<file path="src/rtl/tisc_pkg.sv">
// Shared TISC pipeline constants and the MEM-stage state encoding.
package tisc_pkg;
  localparam int ADDR_W     = 8;
  localparam int DATA_W     = 8;
  localparam int REG_ADDR_W = 4;

  typedef enum logic [1:0] {
    IDLE  = 2'd0,
    WAIT  = 2'd1,
    CLEAR = 2'd2
  } mem_state_t;
endpackage

</file>
<file path="src/rtl/data_mem.sv">
// Data memory: synchronous write port, asynchronous read port.
module data_mem #(
  parameter int ADDR_W = 8,
  parameter int DATA_W = 8
) (
  input  logic              clk,
  input  logic              we,
  input  logic [ADDR_W-1:0] waddr,
  input  logic [DATA_W-1:0] wdata,
  input  logic [ADDR_W-1:0] raddr,
  output logic [DATA_W-1:0] rdata
);
  logic [DATA_W-1:0] mem [2**ADDR_W];

  always_ff @(posedge clk)
    if (we) mem[waddr] <= wdata;

  // Async read sees the pre-edge contents, so a same-cycle load+store returns old data.
  assign rdata = mem[raddr];
endmodule

</file>
<file path="src/rtl/mem_stage.sv">
// TISC MEM stage: data memory access with optional wait states, MEM/WB registers.
// Define MEM_STAGE_CLEAR_EN to zero the data memory after every reset.
module mem_stage #(
  parameter int ADDR_W      = tisc_pkg::ADDR_W,
  parameter int DATA_W      = tisc_pkg::DATA_W,
  parameter int REG_ADDR_W  = tisc_pkg::REG_ADDR_W,
  parameter int WAIT_CYCLES = 0
) (
  input  logic                  clk,
  input  logic                  rst,
  input  logic [REG_ADDR_W-1:0] ireg_write_addr,
  input  logic                  ireg_write_en,
  input  logic                  imem_to_reg,
  input  logic                  imem_write_en,
  input  logic [ADDR_W-1:0]     idata_write_addr,
  input  logic [DATA_W-1:0]     idata_write_data,
  input  logic [ADDR_W-1:0]     idata_read_addr,
  output logic [REG_ADDR_W-1:0] oreg_write_addr,
  output logic                  oreg_write_en,
  output logic [DATA_W-1:0]     oreg_write_data,
  output logic                  ostall
);
  import tisc_pkg::*;

  localparam logic [3:0] WC = 4'(WAIT_CYCLES);

  mem_state_t        state;
  logic [3:0]        cnt;
  logic              access;
  logic              we;
  logic [ADDR_W-1:0] waddr;
  logic [DATA_W-1:0] wdata;
  logic [DATA_W-1:0] rdata;
`ifdef MEM_STAGE_CLEAR_EN
  logic [ADDR_W-1:0] clr_addr;
`endif

  assign access = imem_write_en | imem_to_reg;
  assign ostall = (state == CLEAR) | (access & (cnt != WC));

  always_comb begin
    we    = ~rst & ~ostall & imem_write_en;
    waddr = idata_write_addr;
    wdata = idata_write_data;
`ifdef MEM_STAGE_CLEAR_EN
    if (state == CLEAR && !rst) begin
      we    = 1'b1;
      waddr = clr_addr;
      wdata = '0;
    end
`endif
  end

  data_mem #(.ADDR_W(ADDR_W), .DATA_W(DATA_W)) u_mem (
    .clk   (clk),
    .we    (we),
    .waddr (waddr),
    .wdata (wdata),
    .raddr (idata_read_addr),
    .rdata (rdata)
  );

  always_ff @(posedge clk) begin
    if (rst) begin
`ifdef MEM_STAGE_CLEAR_EN
      state    <= CLEAR;
      clr_addr <= '0;
`else
      state    <= IDLE;
`endif
      cnt             <= '0;
      oreg_write_addr <= '0;
      oreg_write_en   <= 1'b0;
      oreg_write_data <= '0;
    end else begin
      // Stalled cycles push a bubble; address/data hold their last value.
      if (ostall) begin
        oreg_write_en <= 1'b0;
      end else begin
        oreg_write_addr <= ireg_write_addr;
        oreg_write_en   <= ireg_write_en;
        oreg_write_data <= imem_to_reg ? rdata : idata_write_data;
      end

      case (state)
        IDLE:
          if (access && WC != 4'd0) begin
            state <= WAIT;
            cnt   <= 4'd1;
          end
        WAIT:
          if (!access || cnt == WC) begin
            state <= IDLE;
            cnt   <= '0;
          end else begin
            cnt <= cnt + 4'd1;
          end
`ifdef MEM_STAGE_CLEAR_EN
        CLEAR: begin
          clr_addr <= clr_addr + 1'b1;
          if (&clr_addr) state <= IDLE;
        end
`endif
        default: state <= IDLE;
      endcase
    end
  end
endmodule

</file>
<file path="config.mk">
export PLATFORM = sky130hd
export DESIGN_NAME = mem_stage
export DESIGN_NICKNAME = d
export VERILOG_FILES = /design/src/rtl/tisc_pkg.sv /design/src/rtl/data_mem.sv /design/src/rtl/mem_stage.sv
export SDC_FILE = /design/constraint.sdc
export NUM_CORES = 2
export LEC_CHECK = 0
export ABC_AREA = 1
export CAP_MARGIN = 20
export CORE_MARGIN = 2
export CORE_UTILIZATION = 50
export DETAILED_ROUTE_END_ITERATION = 8
export HOLD_SLACK_MARGIN = 0.1
export PLACE_DENSITY = 0.73
export SLEW_MARGIN = 5
export SYNTH_ARGS = -nofsm -noshare
export SYNTH_HDL_FRONTEND = slang
export SYNTH_HIERARCHICAL = 1
export SYNTH_SLANG_ARGS = --single-unit
export TNS_END_PERCENT = 20
</file>
<file path="constraint.sdc">
create_clock -name clk -period 4 [get_ports clk]
set_input_delay 0.6 -clock clk [delete_from_list [all_inputs] [get_ports clk]]
set_output_delay 0.6 -clock clk [all_outputs]
set_load 0.005 [all_outputs]
</file>
# After elaboration in Yosys (flattened, before gate mapping)
# Memories as Yosys holds them, arrays and structs flattened.
# Index checks and enable logic that the tools add are counted.
word_totals:
  ramBits: 2048
  rom_bits: 0
  mem_count: 1
  ff_bits: 19
  output_inout_bits: 14
  in_bits: 33
  latchBits: 0
memory_table:
  columns: ["name", "depth", "width", "read_ports", "rd_clocked_by_memory_dff", "wr", "line", "text"]
  rows:
  - ["u_mem.mem", 256, 8, 1, 0, 1, "data_mem.sv:13", "logic [DATA_W-1:0] mem [2**ADDR_W];"]
op_classes:
  add_sub_neg: 1
  bitwise_logic: 8
  n_shift: 0
  n_mul: 0
  n_eq_ne: 3
  magnitude_cmp: 0
  div: 0
  n_mux: 6
  n_reduce_logical: 7
op_table:
  columns: ["operator", "count"]
  rows:
  - ["$mux 8", 1]
  - ["$add 4x1->4 const B", 1]
  - ["$logic_not 4->1", 1]
  - ["$mux 4", 1]
  - ["$pmux 2 s2", 1]
  - ["$reduce_bool 4->1", 1]
  - ["$and 1x1->1", 3]
  - ["$not 1->1", 3]
  - ["$eq 2x1->1 const B", 1]
  - ["$eq 2x2->1 const B", 1]
  - ["$logic_not 2->1", 1]
  - ["$mux 1", 2]
  - ["$mux 2", 1]
  - ["$ne 2x2->1 const B", 1]
  - ["$or 1x1->1", 2]
  - ["$reduce_and 2->1", 1]
  - ["$reduce_or 2->1", 1]
  - ["$logic_not 1->1", 1]
  - ["$logic_or 1x1->1", 1]

# Longest topological paths before layout
logic_depth:
  depth_word: 8
  mapped_depth: 19

# By module
# The synthesis kept the hierarchy.
by_module_without_submodules:
  columns: ["module", "cells_each", "seq_area_each_um2", "n_inst", "area_each_um2"]
  rows:
  - ["data_mem", 6995, 61499.0, 1, 83236.1]
  - ["mem_stage", 70, 260.2, 1, 506.7]

# Worst setup path after synthesis
# OpenSTA, ideal clock, no wires.
synth_timing:
  path_type: "input port to flip-flop"
  startpoint: "in imem_write_en"
  endpoint: "mem u_mem.mem[162][0], enable pin"
  setup_slack_ns: 1.767
  path_buffers: 2
  required_ns: 3.630
  stages: 6
  t_arrival_ns: 1.863
  setup_ns: 0.370
  path_cell_list: "inv_1 -> nor2_1 -> clkbuf_1 -> nand3_1 -> clkbuf_1 -> nor2_1"
synth_between:
  elab_chain_cells: 8
synth_lines:
  columns: ["item", "line", "text"]
  rows:
  - ["start: declaration", "mem_stage.sv:14", "input logic imem_write_en,"]
  - ["$or 1x1->1", "mem_stage.sv:38", "assign access = imem_write_en | imem_to_reg;"]
  - ["$and 1x1->1", "mem_stage.sv:39", "assign ostall = (state == CLEAR) | (access & (cnt != WC));"]
  - ["$or 1x1->1", "mem_stage.sv:39", null]
  - ["$not 1->1", "mem_stage.sv:42", "we = ~rst & ~ostall & imem_write_en;"]
  - ["$and 1x1->1", "mem_stage.sv:42", null]
  - ["$and 1x1->1 (*)", "mem_stage.sv:42", null]
  - ["net we", "mem_stage.sv:30", "logic we;"]
  - ["$mux 1 (*)", "data_mem.sv:16", "if (we) mem[waddr] <= wdata;"]
  - ["$mux 1 (implied by the code) (*)", "data_mem.sv:16", null]
  - ["end: declaration", "data_mem.sv:13", null]
# The timed path passes the listed nets; every way through them passes the cells marked *.

# Worst setup path after layout
layout_timing:
  startpoint: "in idata_write_addr[7]"
  endpoint: "mem u_mem.mem[255][5], enable pin"
layout_lines:
  columns: ["item", "line", "text"]
  rows:
  - ["start: declaration", "mem_stage.sv:15", "input logic [ADDR_W-1:0] idata_write_addr,"]
# No word-level cell before the write port.

==> flow_summary.yaml <==
status:
  outcome: "finished, final reports clean"
global_route:
  grt_pass1_wl_um: 331600
  antenna_found_initial: 4
  grtUsageTotal: 0.2584
  grt_pass1_vias: 53950
  grt-ovfl-total: 0
  grt_max_degree: 141
synth:
  synth_cell_types: 17
  synthCells: 7065
  synth.avg_cell_area_um2: 11.85
  synth_top_area_share: 0.7344
  ys_ff_latch: 2061
  synth_fp_nets: 7098
  synth-warning-count: 6
  synth_area_leaders: "edfxtp_1 (73%), nand3_1 (12%), nand2_1 (9.6%)"
  yosysSeqAreaShare: 0.7375
  yosysTopAreaCell: "edfxtp_1"
  syn_area_mm2: 0.08374
floorplan:
  die_x_um: 413.3
  io_pins: 47
  initial_core_util: 0.5019
  fp.dieH_um: 413.3
  coreArea_mm2: 0.1668
  design.die.area_mm2: 0.1708
  rows: 150
placed_design:
  hpwlAfterDp_um: 130100
  place_congestion: 0.9404
  dp_cells: 9179
  port_buffers: 45
timing:
  fmax_ghz: 0.3430
  setup_total_negative_slack_ns: 0
  fin_crit_ns: 2.916
  rsz0062_at_grt: "false"
  hold_slack_ns: 0.2343
  final-setup-viol-count: 0
  hold_viol_final: 0
  slew_viol_final: 0
  skew_ns: 0.06706
  slew_headroom: 0.2369
  fin_crit_sh: 0.7290
  worstMarginPinSlew_ns: 1.140
clock_tree:
  htreeDepth: 4
  cts-resized-gates: 0
  clock_path_buffers: 3
  hold_buffers: 0
  cts_buffers: 199
  cts.clk_slew.worst_paths_ns: 0.06
  cts_tree: "built"
  cts_sinks: 2061
  insertion_delay_ns: 0.86
  cts-root-buf: "clkbuf_16"
  post-cts-setup-buffers: 0
finish:
  mostFrequentLayoutCell: "nand2_1"
  area_growth_syn_to_layout_pct: 12.48
  finalNetCount: 7209
  drive_gt1_frac: 0.08757
  instances_no_fill: 9550
  final_cell_mix: "nand2_1 (2137), edfxtp_1 (2048), nand3_1 (2019)"
detailed_routing:
  ant_nets: 0
  wire_per_inst_um: 23.32
  vias: 56770
  remaining_drc_errors: 0
  first_iter_violations: 8691
  routed_wl_um: 222700
  viasPerCell: 5.945
  first_pass_iters: 7
flow_run:
  drv_cap: 0
worst_setup_path:
  required_ns: 4.42
  worstPathArrival_ns: 3.33
  worstPathMaxFanout: 16
  crit_path_end_kind: "flip-flop"
  worst-setup-path-type: "primary input to flip-flop"
  startpoint_type: "primary input"
pwr:
  power_leakage_nw: 33.08
  vdd_drop_max_v: 0.0003738
  powerDensity_mw_per_mm2: 475.2
worst_hold_path:
  min_path_type: "primary input to flip-flop"
[flip-flops by register name, indices dropped and copies added (netlist names)]
register and count:
u_mem/mem 2048, oreg_write_data 8, oreg_write_addr 4, oreg_write_en 1
[final timing paths]
path | startpoint | endpoint | slack, ns | cells after the start
worst max-delay path | idata_write_addr[7] | u_mem/mem[255][5] | 1.08 | 5
worst min-delay path | idata_write_data[2] | u_mem/mem[157][2] | 0.23 | 1
worst max register to register | u_mem/mem[187][6] | oreg_write_data[6] | 1.87 | 14
worst min register to register | u_mem/mem[235][5] | oreg_write_data[5] | 1.20 | 14
[power by group]
| part | total (mW) | internal (mW) | switching [mW] |
|---|---|---|---|
| Sequential | 23.8 | 23.8 | 0.0252 |
| Combinational | 2.75 | 0.706 | 2.04 |
| Clock | 18.2 | 10.2 | 7.98 |
[cell families after synthesis]
family | count (synthesis) | share of synthesized area
simple gates | 4463 | 0.2303
flops | 2061 | 0.7375
other cells | 1 | 0.00004478
buf+inv | 540 | 0.03214
[routing by layer]
metal | GRT usage | wire (µm) | up-vias
met5 | 0 | 61 | -
met4 | 0.09743 | 8071 | 10
met3 | 0.06027 | 26590 | 496
met2 | 0.4002 | 102800 | 3513
met1 | 0.3576 | 85170 | 27510
li1 | - | - | 25240
[area by class of cell]
cell class	count	area [µm²]
Fill cell	13080	72650
Sequential cell	2061	61760
Multi-Input combinational cell	4464	19290
Clock buffer	262	5320
Timing Repair Buffer	396	3806
Tap cell	2204	2758
Clock inverter	106	1017
Inverter	54	236.5
Antenna cell	3	7.507
[worst max-delay path, stage by stage]
cell and delay, ns:
clkdlybuf4s50_1 0.63, nand2_1 0.11, inv_1 0.29, nand2_1 0.59, nor2_1 1.08
[through the flow]
step | worst slack (ns) | area, µm² | utilization | power (mW)
floorplan | 1.767 | 83740 | - | 25.71
global placement | 0.4150 | 87850 | 0.5265 | 26.87
detailed placement | 0.3951 | 87850 | 0.5265 | 26.93
CTS | 1.250 | 94190 | 0.5645 | 44.89
global route | 1.060 | 94190 | 0.5645 | 45.92
finish | 1.084 | 94200 | 0.5646 | 44.76
[synth_stat cells, drive strengths merged]
| cell type | number |
|---|---|
| nor2 | 305 |
| nand3 | 2019 |
| conb | 1 |
| edfxtp | 2048 |
| inv | 54 |
| clkbuf | 112 |
| nand2 | 2139 |
| buf | 374 |
| dfxtp | 13 |
Note: power is estimated with default switching activity, not from simulation.
